<file path="config.mk">
export PLATFORM = sky130hd
export DESIGN_NAME = sync_stage_arbiter
export DESIGN_NICKNAME = d
export VERILOG_FILES = /design/src/rtl/sync_arb_pkg.sv /design/src/rtl/sync_stage_arbiter_rr_pick.sv /design/src/rtl/sync_stage_arbiter.sv
export SDC_FILE = /design/constraint.sdc
export NUM_CORES = 1
export LEC_CHECK = 0
export CAP_MARGIN = 20
export CORE_ASPECT_RATIO = 0.8
export CORE_MARGIN = 2
export CORE_UTILIZATION = 25
export CTS_BUF_LIST = sky130_fd_sc_hd__clkbuf_2 sky130_fd_sc_hd__clkbuf_4 sky130_fd_sc_hd__clkbuf_8
export CTS_CLUSTER_SIZE = 10
export DETAILED_ROUTE_END_ITERATION = 16
export GPL_TIMING_DRIVEN = 0
export HOLD_SLACK_MARGIN = 0.15
export PLACE_DENSITY = 0.67
export REMOVE_ABC_BUFFERS = 1
export SLEW_MARGIN = 20
export SYNTH_ARGS = -nofsm -noshare
export SYNTH_HDL_FRONTEND = slang
export SYNTH_SLANG_ARGS = --single-unit
export TNS_END_PERCENT = 100
</file>
<file path="constraint.sdc">
create_clock -name clk -period 1.9 [get_ports clk]
set_clock_uncertainty 0.05 [all_clocks]
set_input_delay 0.285 -clock clk [delete_from_list [all_inputs] [get_ports clk]]
set_output_delay 0.285 -clock clk [all_outputs]
set_load 0.005 [all_outputs]
</file>
<file path="src/rtl/sync_arb_pkg.sv">
// Shared types for the sync-stage arbiter: FSM states, owner tag layout, default word width.
package sync_arb_pkg;

  localparam int DW_DEFAULT = 32;
  localparam int TAG_ID_W   = 3;

  typedef enum logic [1:0] {
    IDLE  = 2'd0,
    ISSUE = 2'd1,
    HOLD  = 2'd2
  } arb_state_t;

  typedef struct packed {
    logic                valid;
    logic [TAG_ID_W-1:0] id;
  } tag_t;

endpackage

</file>
<file path="src/rtl/sync_stage_arbiter_rr_pick.sv">
// Combinational round-robin selector: first set request at or above ptr, wrapping to 0.
module rr_pick #(
  parameter int NREQ = 4,
  parameter int IW   = $clog2(NREQ)
) (
  input  logic [NREQ-1:0] req,
  input  logic [IW-1:0]   ptr,
  output logic [NREQ-1:0] grant,
  output logic [IW-1:0]   gid,
  output logic            hit
);

  logic found;

  always_comb begin
    grant = '0;
    gid   = '0;
    found = 1'b0;
    for (int k = 0; k < NREQ; k++) begin
      for (int i = 0; i < NREQ; i++) begin
        if (!found && req[i] && (((int'(ptr) + k) % NREQ) == i)) begin
          found    = 1'b1;
          grant[i] = 1'b1;
          gid      = IW'(i);
        end
      end
    end
    hit = found;
  end

endmodule

</file>
<file path="src/rtl/sync_stage_arbiter.sv">
// Round-robin sharing of one two-cycle sync delay stage among NREQ requesters.
// Optional per-requester grant / stall statistics enabled by SYNC_ARB_STATS_EN.
module sync_stage_arbiter
  import sync_arb_pkg::*;
#(
  parameter int NREQ      = 4,
  parameter int DW        = DW_DEFAULT,
  parameter int STAGE_LAT = 2,
  parameter int GAP       = 2
) (
  input  logic             clk,
  input  logic             GlobalReset,
  input  logic [NREQ-1:0]  req_valid,
  input  logic [NREQ*DW-1:0] req_data,
  output logic [NREQ-1:0]  req_ack,
  output logic             stage_srdy,
  output logic [DW-1:0]    stage_data,
  input  logic [DW-1:0]    stage_sync,
  output logic [NREQ-1:0]  resp_valid,
  output logic [DW-1:0]    resp_data,
  output logic             busy
`ifdef SYNC_ARB_STATS_EN
  ,
  output logic [NREQ*16-1:0] stat_grants,
  output logic [15:0]        stat_stall
`endif
);

  localparam int IW = $clog2(NREQ);
  localparam int CW = $clog2(GAP + 1);

  arb_state_t state, state_nx;
  logic [IW-1:0]       rr_ptr;
  logic [CW-1:0]       gap_cnt;
  logic [NREQ-1:0]     pick_grant;
  logic [IW-1:0]       pick_gid;
  logic                pick_hit;
  logic                grant_fire;
  logic [DW-1:0]       pick_data;
  logic [TAG_ID_W-1:0] push_id;
  logic [IW-1:0]       next_ptr;
  logic                tags_live;
  tag_t                tag_pipe [STAGE_LAT+1];

  rr_pick #(.NREQ(NREQ)) u_rr_pick (
    .req   (req_valid),
    .ptr   (rr_ptr),
    .grant (pick_grant),
    .gid   (pick_gid),
    .hit   (pick_hit)
  );

  always_comb begin
    pick_data = '0;
    for (int i = 0; i < NREQ; i++) begin
      if (pick_grant[i]) pick_data = req_data[i*DW +: DW];
    end
  end

  always_comb begin
    push_id = '0;
    push_id[IW-1:0] = pick_gid;
  end

  assign next_ptr = (pick_gid == IW'(NREQ - 1)) ? '0 : pick_gid + IW'(1);

  always_ff @(posedge clk or negedge GlobalReset) begin
    if (!GlobalReset) state <= IDLE;
    else              state <= state_nx;
  end

  // A grant may only start from IDLE or once GAP cycles of the previous issue have elapsed.
  always_comb begin
    state_nx   = state;
    grant_fire = 1'b0;
    unique case (state)
      IDLE: begin
        if (pick_hit) begin
          grant_fire = 1'b1;
          state_nx   = ISSUE;
        end
      end
      ISSUE: state_nx = HOLD;
      HOLD: begin
        if (gap_cnt >= CW'(GAP)) begin
          if (pick_hit) begin
            grant_fire = 1'b1;
            state_nx   = ISSUE;
          end else begin
            state_nx = IDLE;
          end
        end
      end
      default: state_nx = IDLE;
    endcase
  end

  // Issue stage p0: grant pulse, stage handoff; stage_data only moves on a grant edge.
  always_ff @(posedge clk or negedge GlobalReset) begin
    if (!GlobalReset) begin
      rr_ptr     <= '0;
      gap_cnt    <= '0;
      req_ack    <= '0;
      stage_srdy <= 1'b0;
      stage_data <= '0;
    end else begin
      req_ack    <= '0;
      stage_srdy <= 1'b0;
      if (grant_fire) begin
        req_ack    <= pick_grant;
        stage_srdy <= 1'b1;
        stage_data <= pick_data;
        rr_ptr     <= next_ptr;
        gap_cnt    <= CW'(1);
      end else if (state != IDLE && gap_cnt < CW'(GAP)) begin
        gap_cnt <= gap_cnt + CW'(1);
      end
    end
  end

  // Owner-tag pipe: tail lines up with the stage result, so resp lands STAGE_LAT+1 after srdy.
  always_ff @(posedge clk or negedge GlobalReset) begin
    if (!GlobalReset) begin
      for (int i = 0; i <= STAGE_LAT; i++) tag_pipe[i] <= '0;
    end else begin
      tag_pipe[0] <= grant_fire ? tag_t'{valid: 1'b1, id: push_id} : '0;
      for (int i = 1; i <= STAGE_LAT; i++) tag_pipe[i] <= tag_pipe[i-1];
    end
  end

  // Response stage: one-hot owner pulse with the captured stage word.
  always_ff @(posedge clk or negedge GlobalReset) begin
    if (!GlobalReset) begin
      resp_valid <= '0;
      resp_data  <= '0;
    end else begin
      resp_valid <= '0;
      if (tag_pipe[STAGE_LAT].valid) begin
        resp_data <= stage_sync;
        for (int i = 0; i < NREQ; i++) begin
          if (tag_pipe[STAGE_LAT].id == TAG_ID_W'(i)) resp_valid[i] <= 1'b1;
        end
      end
    end
  end

  always_comb begin
    tags_live = 1'b0;
    for (int i = 0; i <= STAGE_LAT; i++) tags_live = tags_live | tag_pipe[i].valid;
  end

  assign busy = (state != IDLE) || tags_live;

`ifdef SYNC_ARB_STATS_EN
  function automatic logic [15:0] sat_inc(input logic [15:0] v);
    return (v == 16'hFFFF) ? v : v + 16'd1;
  endfunction

  always_ff @(posedge clk or negedge GlobalReset) begin
    if (!GlobalReset) begin
      stat_grants <= '0;
      stat_stall  <= '0;
    end else begin
      for (int i = 0; i < NREQ; i++) begin
        if (grant_fire && pick_grant[i]) stat_grants[i*16 +: 16] <= sat_inc(stat_grants[i*16 +: 16]);
      end
      if (pick_hit && !grant_fire) stat_stall <= sat_inc(stat_stall);
    end
  end
`endif

endmodule

</file>
==> results of run 1 <==
[through the flow]
| step | total power [mW] | utilization, % | cell area (sq um) |
|---|---|---|---|
| after floorplan | 5.95 | - | 3910 |
| after global placement | 8.61 | 39.5 | 6580 |
| after detailed placement | 8.93 | 40.3 | 6710 |
| after CTS | 11.3 | 43.8 | 7300 |
| after global routing | 12.4 | 45.1 | 7510 |
| final | 11.6 | 45.1 | 7510 |
[worst register-to-register path, cell delays in order, from the launching register on]
cell	delay [ns]
dfrtp_2	0.46
buf_4	0.18
a221oi_4	0.30
buf_6	0.16
buf_12	0.10
nor2b_4	0.04
buf_4	0.16
a221oi_1	0.24
o22ai_1	0.13
[routing by layer]
metal | global-route usage, % | wire (um) | vias up
met4 | 6.19 | 221 | 0
met1 | 20.2 | 6850 | 2099
met3 | 5.79 | 1450 | 18
li1 | - | - | 1919
met2 | 30.8 | 8420 | 235
met5 | 0 | 0 | -
[what timing repair did]
item | CTS | global route
setup buffers | 18 | 6
hold endpoints to repair | 36 | 0
pin swaps | 4 | 8
resized for setup | 26 | 29
gates cloned | 5 | 2
endpoints found under the setup margin | 41 | 34
hold buffers | 1 | 0
[final timing paths]
check	endpoint	slack [ns]	cells after the start	from
max	rr_ptr[0]	-0.06	6	req_valid[2]
min	tag_pipe[5]	0.30	0	tag_pipe[9]
max reg2reg	stage_data[14]	-0.04	8	rr_ptr[1]
min reg2reg	tag_pipe[5]	0.30	0	tag_pipe[9]
max in group asynchronous	stage_data[26]	0.80	3	GlobalReset
min in group asynchronous	tag_pipe[3]	0.37	2	GlobalReset
[area by class of cell]
type	count	area [sq um]	share of cell area (%)
Clock inverter	6	70.1	0.933
Tap cell	220	275	3.67
Sequential cell	87	2180	29.1
Timing Repair Buffer	269	2790	37.2
Clock buffer	9	124	1.65
Multi-Input combinational cell	247	1980	26.3
Inverter	5	45.0	0.600
Timing Repair inverter	2	41.3	0.550
[where the power goes]
part	internal, mW	total (mW)	leakage, nW	switching, mW
Sequential	2.78	3.27	1.04	0.487
Clock	0.611	1.32	0.0936	0.712
Combinational	3.82	7.05	1.81	3.23
[logic make-up after synthesis]
family,synth area share [%]
fa+ha+maj,0.583
flops,50.7
simple gates,6.71
buf+inv,9.59
compound gates,23.5
xor+xnor,0.204
mux,8.66
[state kept, by name, indices dropped and copies added (netlist names)]
name	count
resp_valid	4
state	2
stage_srdy	1
rr_ptr	2
req_ack	4
resp_data	32
gap_cnt	2
tag_pipe	8
stage_data	32
[placed cells by master, fill, tap and decap left out, types with 5 or more instances in the layout]
master,Yosys,layout
a221oi_2,5,16
mux2_2,33,33
o211a_4,0,5
a221oi_1,28,16
buf_12,1,5
a21oi_1,35,28
dfrtp_1,87,84
buf_4,2,18
clkbuf_8,11,9
a21oi_2,0,6
nor2_1,41,41
nand2_1,10,10
o211ai_1,32,32
clkdlybuf4s50_1,0,233
o22ai_1,33,32
==> flow_summary.ini, run 1 <==
[critical_path]
cpLargestDelayFamily = compound AO/OA/AOI/OAI gates
worst-endpoint-arrival_ns = 2.19
path_class = input port to flip-flop
worstPathRequired_ns = 2.13
cpPeakStageDelay_ns = 0.58
cp-end-kind = flip-flop
path_cells = dlygate4sd2_1 > a21oi_1 > o211a_4 > or2_4 > ha_1 > o31ai_1
setup.worst_path.start_class = input port
crit_buf_inv = 1
crit_fanout = 34
critPathSlowestCell = dlygate4sd2_1

[place]
hpwl_um = 10000
place_inst = 798
place_ws_ns = -1.03
io_buffers = 239
gp_congestion = 0.754

[timing]
slew_violations = 0
finalSetupTns_ns = -0.163
fmax_ghz = 0.509
finalWorstSetupSlack_ns = -0.0642
whs_ns = 0.298
rsz0062_at_grt = yes
tightestPinTransition_ns = 0.591
setup_viol = 5
finalHoldViolations = 0
min_period_ns = 1.96
period_share_pct = 103
slew_headroom_pct = 60.6

[floorplan]
core-area_sq_um = 16700
start_util_pct = 25.8
rows = 42
die_y_um = 121
io_pins = 240
die_area_sq_um = 18200
die_w_um = 150

[synthesis]
ys_seq_area_share_pct = 50.7
yosysMostFrequentCell = dfrtp_1
synthTopCellsByCount = 87 x dfrtp_1, 41 x nor2_1, 35 x a21oi_1, 33 x mux2_2, 33 x o22ai_1
syn_area_per_cell_sq_um = 11.5
yosys.area.top_type = dfrtp_1
synth_edf_count = 0
synth-async-reset-ratio_pct = 100
synth.area.top_cells = dfrtp_1 51%, mux2_2 8.7%, a221oi_1 5.7%, o211ai_1 5.6%, o22ai_1 4.8%
yosysWarnings = 0
synth_seq_cells = 87
synthFlopType = dfrtp_1
syn_inst = 372
synth_top_area_share_pct = 50.7
syn_area_sq_um = 4290
synth.distinct_cells = 35

[clock_network]
clockBufferDepth = 2
worstSkewPairLatency_ns = 0.37
clk_pin_slew_ns = 0.09
cts_sinks = 87
cts_tree = done
cts_made_buffers = 9
htreeDepth = 3
root_buffer = clkbuf_8

[global_routing]
grt.total_usage_pct = 17.7
grt-ovfl-total = 0
grt_max_degree = 52
antenna_found_initial = 0
grt_pass1_wl_um = 24100
grt_pass1_vias = 4479

[cells_and_area]
stdcell_count = 845
fillerInstances = 1523
num-nets-final = 789
diodes = 0
drive_gt1_share_pct = 20.3
synthToLayoutAreaGrowth_pct = 75.0

[pwr]
power_density_nw_per_um2 = 1550
irDropWorstVdd_v = 0.000563
p_leak_nw = 2.94

[status]
outcome = finished, violations left
failed_checks = negative setup slack

[detailed_routing]
drc = 0
drt_iter0_markers = 248
wl_per_cell_um = 20.0
wirelength_um = 16900
vias_per_cell = 5.05
drtAntennaViolNets = 0
drt_pass1_iterations = 4
vias = 4271

[worst_hold_path]
hold_class = flip-flop to flip-flop

[flow_run]
drv_cap = 0
No activity file was read; power rests on OpenSTA's default activity.
==> inputs of run 2 (changes only) <==
Settings changed: ABC_AREA set to 1, CELL_PAD_IN_SITES_DETAIL_PLACEMENT set to 1, CELL_PAD_IN_SITES_GLOBAL_PLACEMENT set to 2, CORE_UTILIZATION 25 to 19, PLACE_DENSITY 0.67 to 0.87, SYNTH_HIERARCHICAL set to 1.
==> run 2 against run 1 <==
Net effect:
- the run still ends with negative setup slack left
- global-route usage shrank 1.8 points
- flip-flop and latch count did not move
- count of clock-buffer cells in the layout stayed put
- worst setup slack lost 0.49 ns
- critical path type is now flip-flop to flip-flop
==> flow_summary.ini, run 2 <==
[critical_path]
cpPeakStageDelay_ns = 0.48
cpMostUsedCell = nand3_4
worst-endpoint-arrival_ns = 2.73
rrSetupSlack_ns = -0.55
crit_fanout = 6
crit_buf_inv = 4
cpLargestDelayFamily = simple AND/OR/NAND/NOR gates
critPathSlowestCell = dfrtp_2
cp.depth = 15
path_cells = inv_2 > nand3_4 > nand3_4 > nor2_4 > nand4_4 > nor2_4 > nand4_4 > nor3_4 > nand4_1 > nand3_4 > buf_12 > buf_12 > buf_16 > nand2_1 > nand2_1
path_class = flip-flop to flip-flop
cp-end-kind = flip-flop
reg2regPathDepth = 15
setup.worst_path.start_class = flip-flop
rr_startpoint = rr_ptr[0]
worstPathRequired_ns = 2.17
crit-reg2reg-capture = stage_data[0]

[synthesis]
yosysWarnings = 6
syn_inst = 691
synth_seq_cells = 87
synthFlopType = dfrtp_1
syn_area_per_cell_sq_um = 6.96
yosysMostFrequentCell = nand2_1
yosys.area.top_type = dfrtp_1
synth.area.top_cells = dfrtp_1 45%, nand2_1 27%, nor2_1 6.5%, nand3_1 4.1%, a21oi_1 3.3%
synth_edf_count = 0
synthTopCellsByCount = 348 x nand2_1, 87 x dfrtp_1, 83 x nor2_1, 39 x nand3_1, 32 x a21oi_1
syn_area_sq_um = 4810
synth.distinct_cells = 25
synth-async-reset-ratio_pct = 100
synth_top_area_share_pct = 45.3
ys_seq_area_share_pct = 45.3

[clock_network]
root_buffer = clkbuf_8
cts_sinks = 87
clockBufferDepth = 2
cts_tree = done
htreeDepth = 3
cts_made_buffers = 9
worstSkewPairLatency_ns = 0.37
clk_pin_slew_ns = 0.10

[cells_and_area]
utilization_pct = 34.9
final_common_cell = nand2_1
stdcell_count = 1287
synthToLayoutAreaGrowth_pct = 81.9
final_cell_mix = 330 x nand2_1, 235 x clkdlybuf4s50_1, 84 x dfrtp_1, 47 x nor2_1, 31 x nand3_1
reg_top3 = resp_data x32, stage_data x32, tag_pipe x8
num-nets-final = 1126
fin_area_sq_um = 8740
drive_gt1_share_pct = 17.4
diodes = 0

[floorplan]
die_area_sq_um = 26600
start_util_pct = 19.2
core-area_sq_um = 25000
rows = 52
die_w_um = 182
die_y_um = 146
io_pins = 240

[global_routing]
grt_pass1_vias = 5684
grt_max_degree = 46
antenna_found_initial = 0
grt-ovfl-total = 0
grt_pass1_wl_um = 32300
grt.total_usage_pct = 15.9

[detailed_routing]
vias_per_cell = 4.21
vias = 5421
wirelength_um = 21400
drt_iter0_markers = 98
drt_pass1_iterations = 4
drc = 0
drtAntennaViolNets = 0
wl_per_cell_um = 16.6

[timing]
fmax_ghz = 0.407
rsz0062_at_grt = yes
finalHoldViolations = 0
finalWorstSetupSlack_ns = -0.555
finalSetupTns_ns = -22.13
slew_violations = 0
whs_ns = 0.309
setup_viol = 44
period_share_pct = 129
tightestPinTransition_ns = 0.448
slew_headroom_pct = 70.1
min_period_ns = 2.45

[pwr]
power_density_nw_per_um2 = 1750
internal_power_mw = 8.15
p_leak_nw = 4.11
seq_power_share_pct = 21.3
pwr-share-comb_pct = 69.8
clock_power_share_pct = 9.0
power.switching_mw = 7.15
irDropWorstVdd_v = 0.000604
finalPower_mw = 15.3
switching_share_pct = 46.7

[place]
place_inst = 1222
gp_congestion = 0.778
place_ws_ns = -1.75
hpwl_um = 13900
io_buffers = 239
place_area_sq_um = 7500

[status]
failed_checks = negative setup slack
outcome = finished, violations left

[worst_hold_path]
hold_class = flip-flop to flip-flop
min_to = tag_pipe[5]
hold_start = tag_pipe[9]
hold_path_depth = 0

[flow_run]
drv_cap = 0
## run 2: cell count changes after synthesis, moves of 11 or more
cell      previous run  this run
nor2_1              41        83
nand2_1             10       348
inv_1                3        26
a221oi_1            28         0
mux2_2              33         0
o211ai_1            32         0
nand3_1              0        39
buf_2                8        22
o22ai_1             33         0
clkbuf_8            11         0
## run 2: area by class of cell
type                       count  area (sq um)
fill                        2971         16300
timing repair buffer         292          3080
multi-input combinational    536          2670
sequential                    87          2180
tap                          324           405
inverter                      29           160
clock buffer                   9           124
clock inverter                 7          72.6
timing repair inverter         3          48.8
## run 2: how the worst max path moves through the flow
stage	startpoint	endpoint	slack (ns)
global placement	req_valid[0]	stage_data[0]	-3.64
CTS	rr_ptr[1]	stage_data[22]	-0.53
detailed placement	req_valid[1]	stage_data[31]	-1.75
finish	rr_ptr[0]	stage_data[0]	-0.55
floorplan	rr_ptr[1]	stage_data[0]	-1.24
global route	rr_ptr[0]	stage_data[12]	-0.75
## run 2: power by group through the flow
| stage | Clock, mW | Sequential [mW] | Combinational, mW |
|---|---|---|---|
| CTS | 1.46 | 3.24 | 10.2 |
| detailed placement | 0 | 3.31 | 7.89 |
| global route | 1.51 | 3.37 | 11.9 |
| finish | 1.37 | 3.25 | 10.7 |
| global placement | 0 | 3.28 | 6.95 |
| floorplan | 0 | 3.29 | 4.01 |
## run 2: cells by family (layout without fill, tap and decap cells)
logic type	Yosys count	after routing	share of synthesized area (%)
adders and majority gates	2	2	0.520
muxes	1	1	0.208
and+or+nand+nor	496	497	42.3
DFF	87	87	45.3
AOI/OAI and AO/OA	36	36	3.75
buffers and inverters	69	340	7.96
## run 2: layer usage
metal	vias to the layer above	global-route usage (%)	share of wire, %
met2	200	25.8	45
met5	-	0	0
li1	2676	-	-
met4	0	3.78	1.3
met3	15	6.14	9.1
met1	2530	19.9	44
## run 2: timing repair
item / in CTS / in global routing
buffers inserted: 32 / 8
setup endpoints to repair: 81 / 44
gates resized for setup: 108 / 39
hold endpoints to repair: 50 / 0
hold buffers: 1 / 0
pin swaps: 28 / 16
gates cloned: 7 / 2
## run 2: worst register-to-register path, delay by kind of cell, from the launching register on
| family | cells | cell delay [ns] |
|---|---|---|
| flops | 1 | 0.48 |
| buf+inv | 4 | 0.48 |
| simple gates | 11 | 1.40 |
==> inputs of run 3 (changes only) <==
Settings changed: CTS_CLUSTER_SIZE 10 to not set.
==> results of run 3 <==
No change in the layout: final DEF, timing and power equal those of run 2.
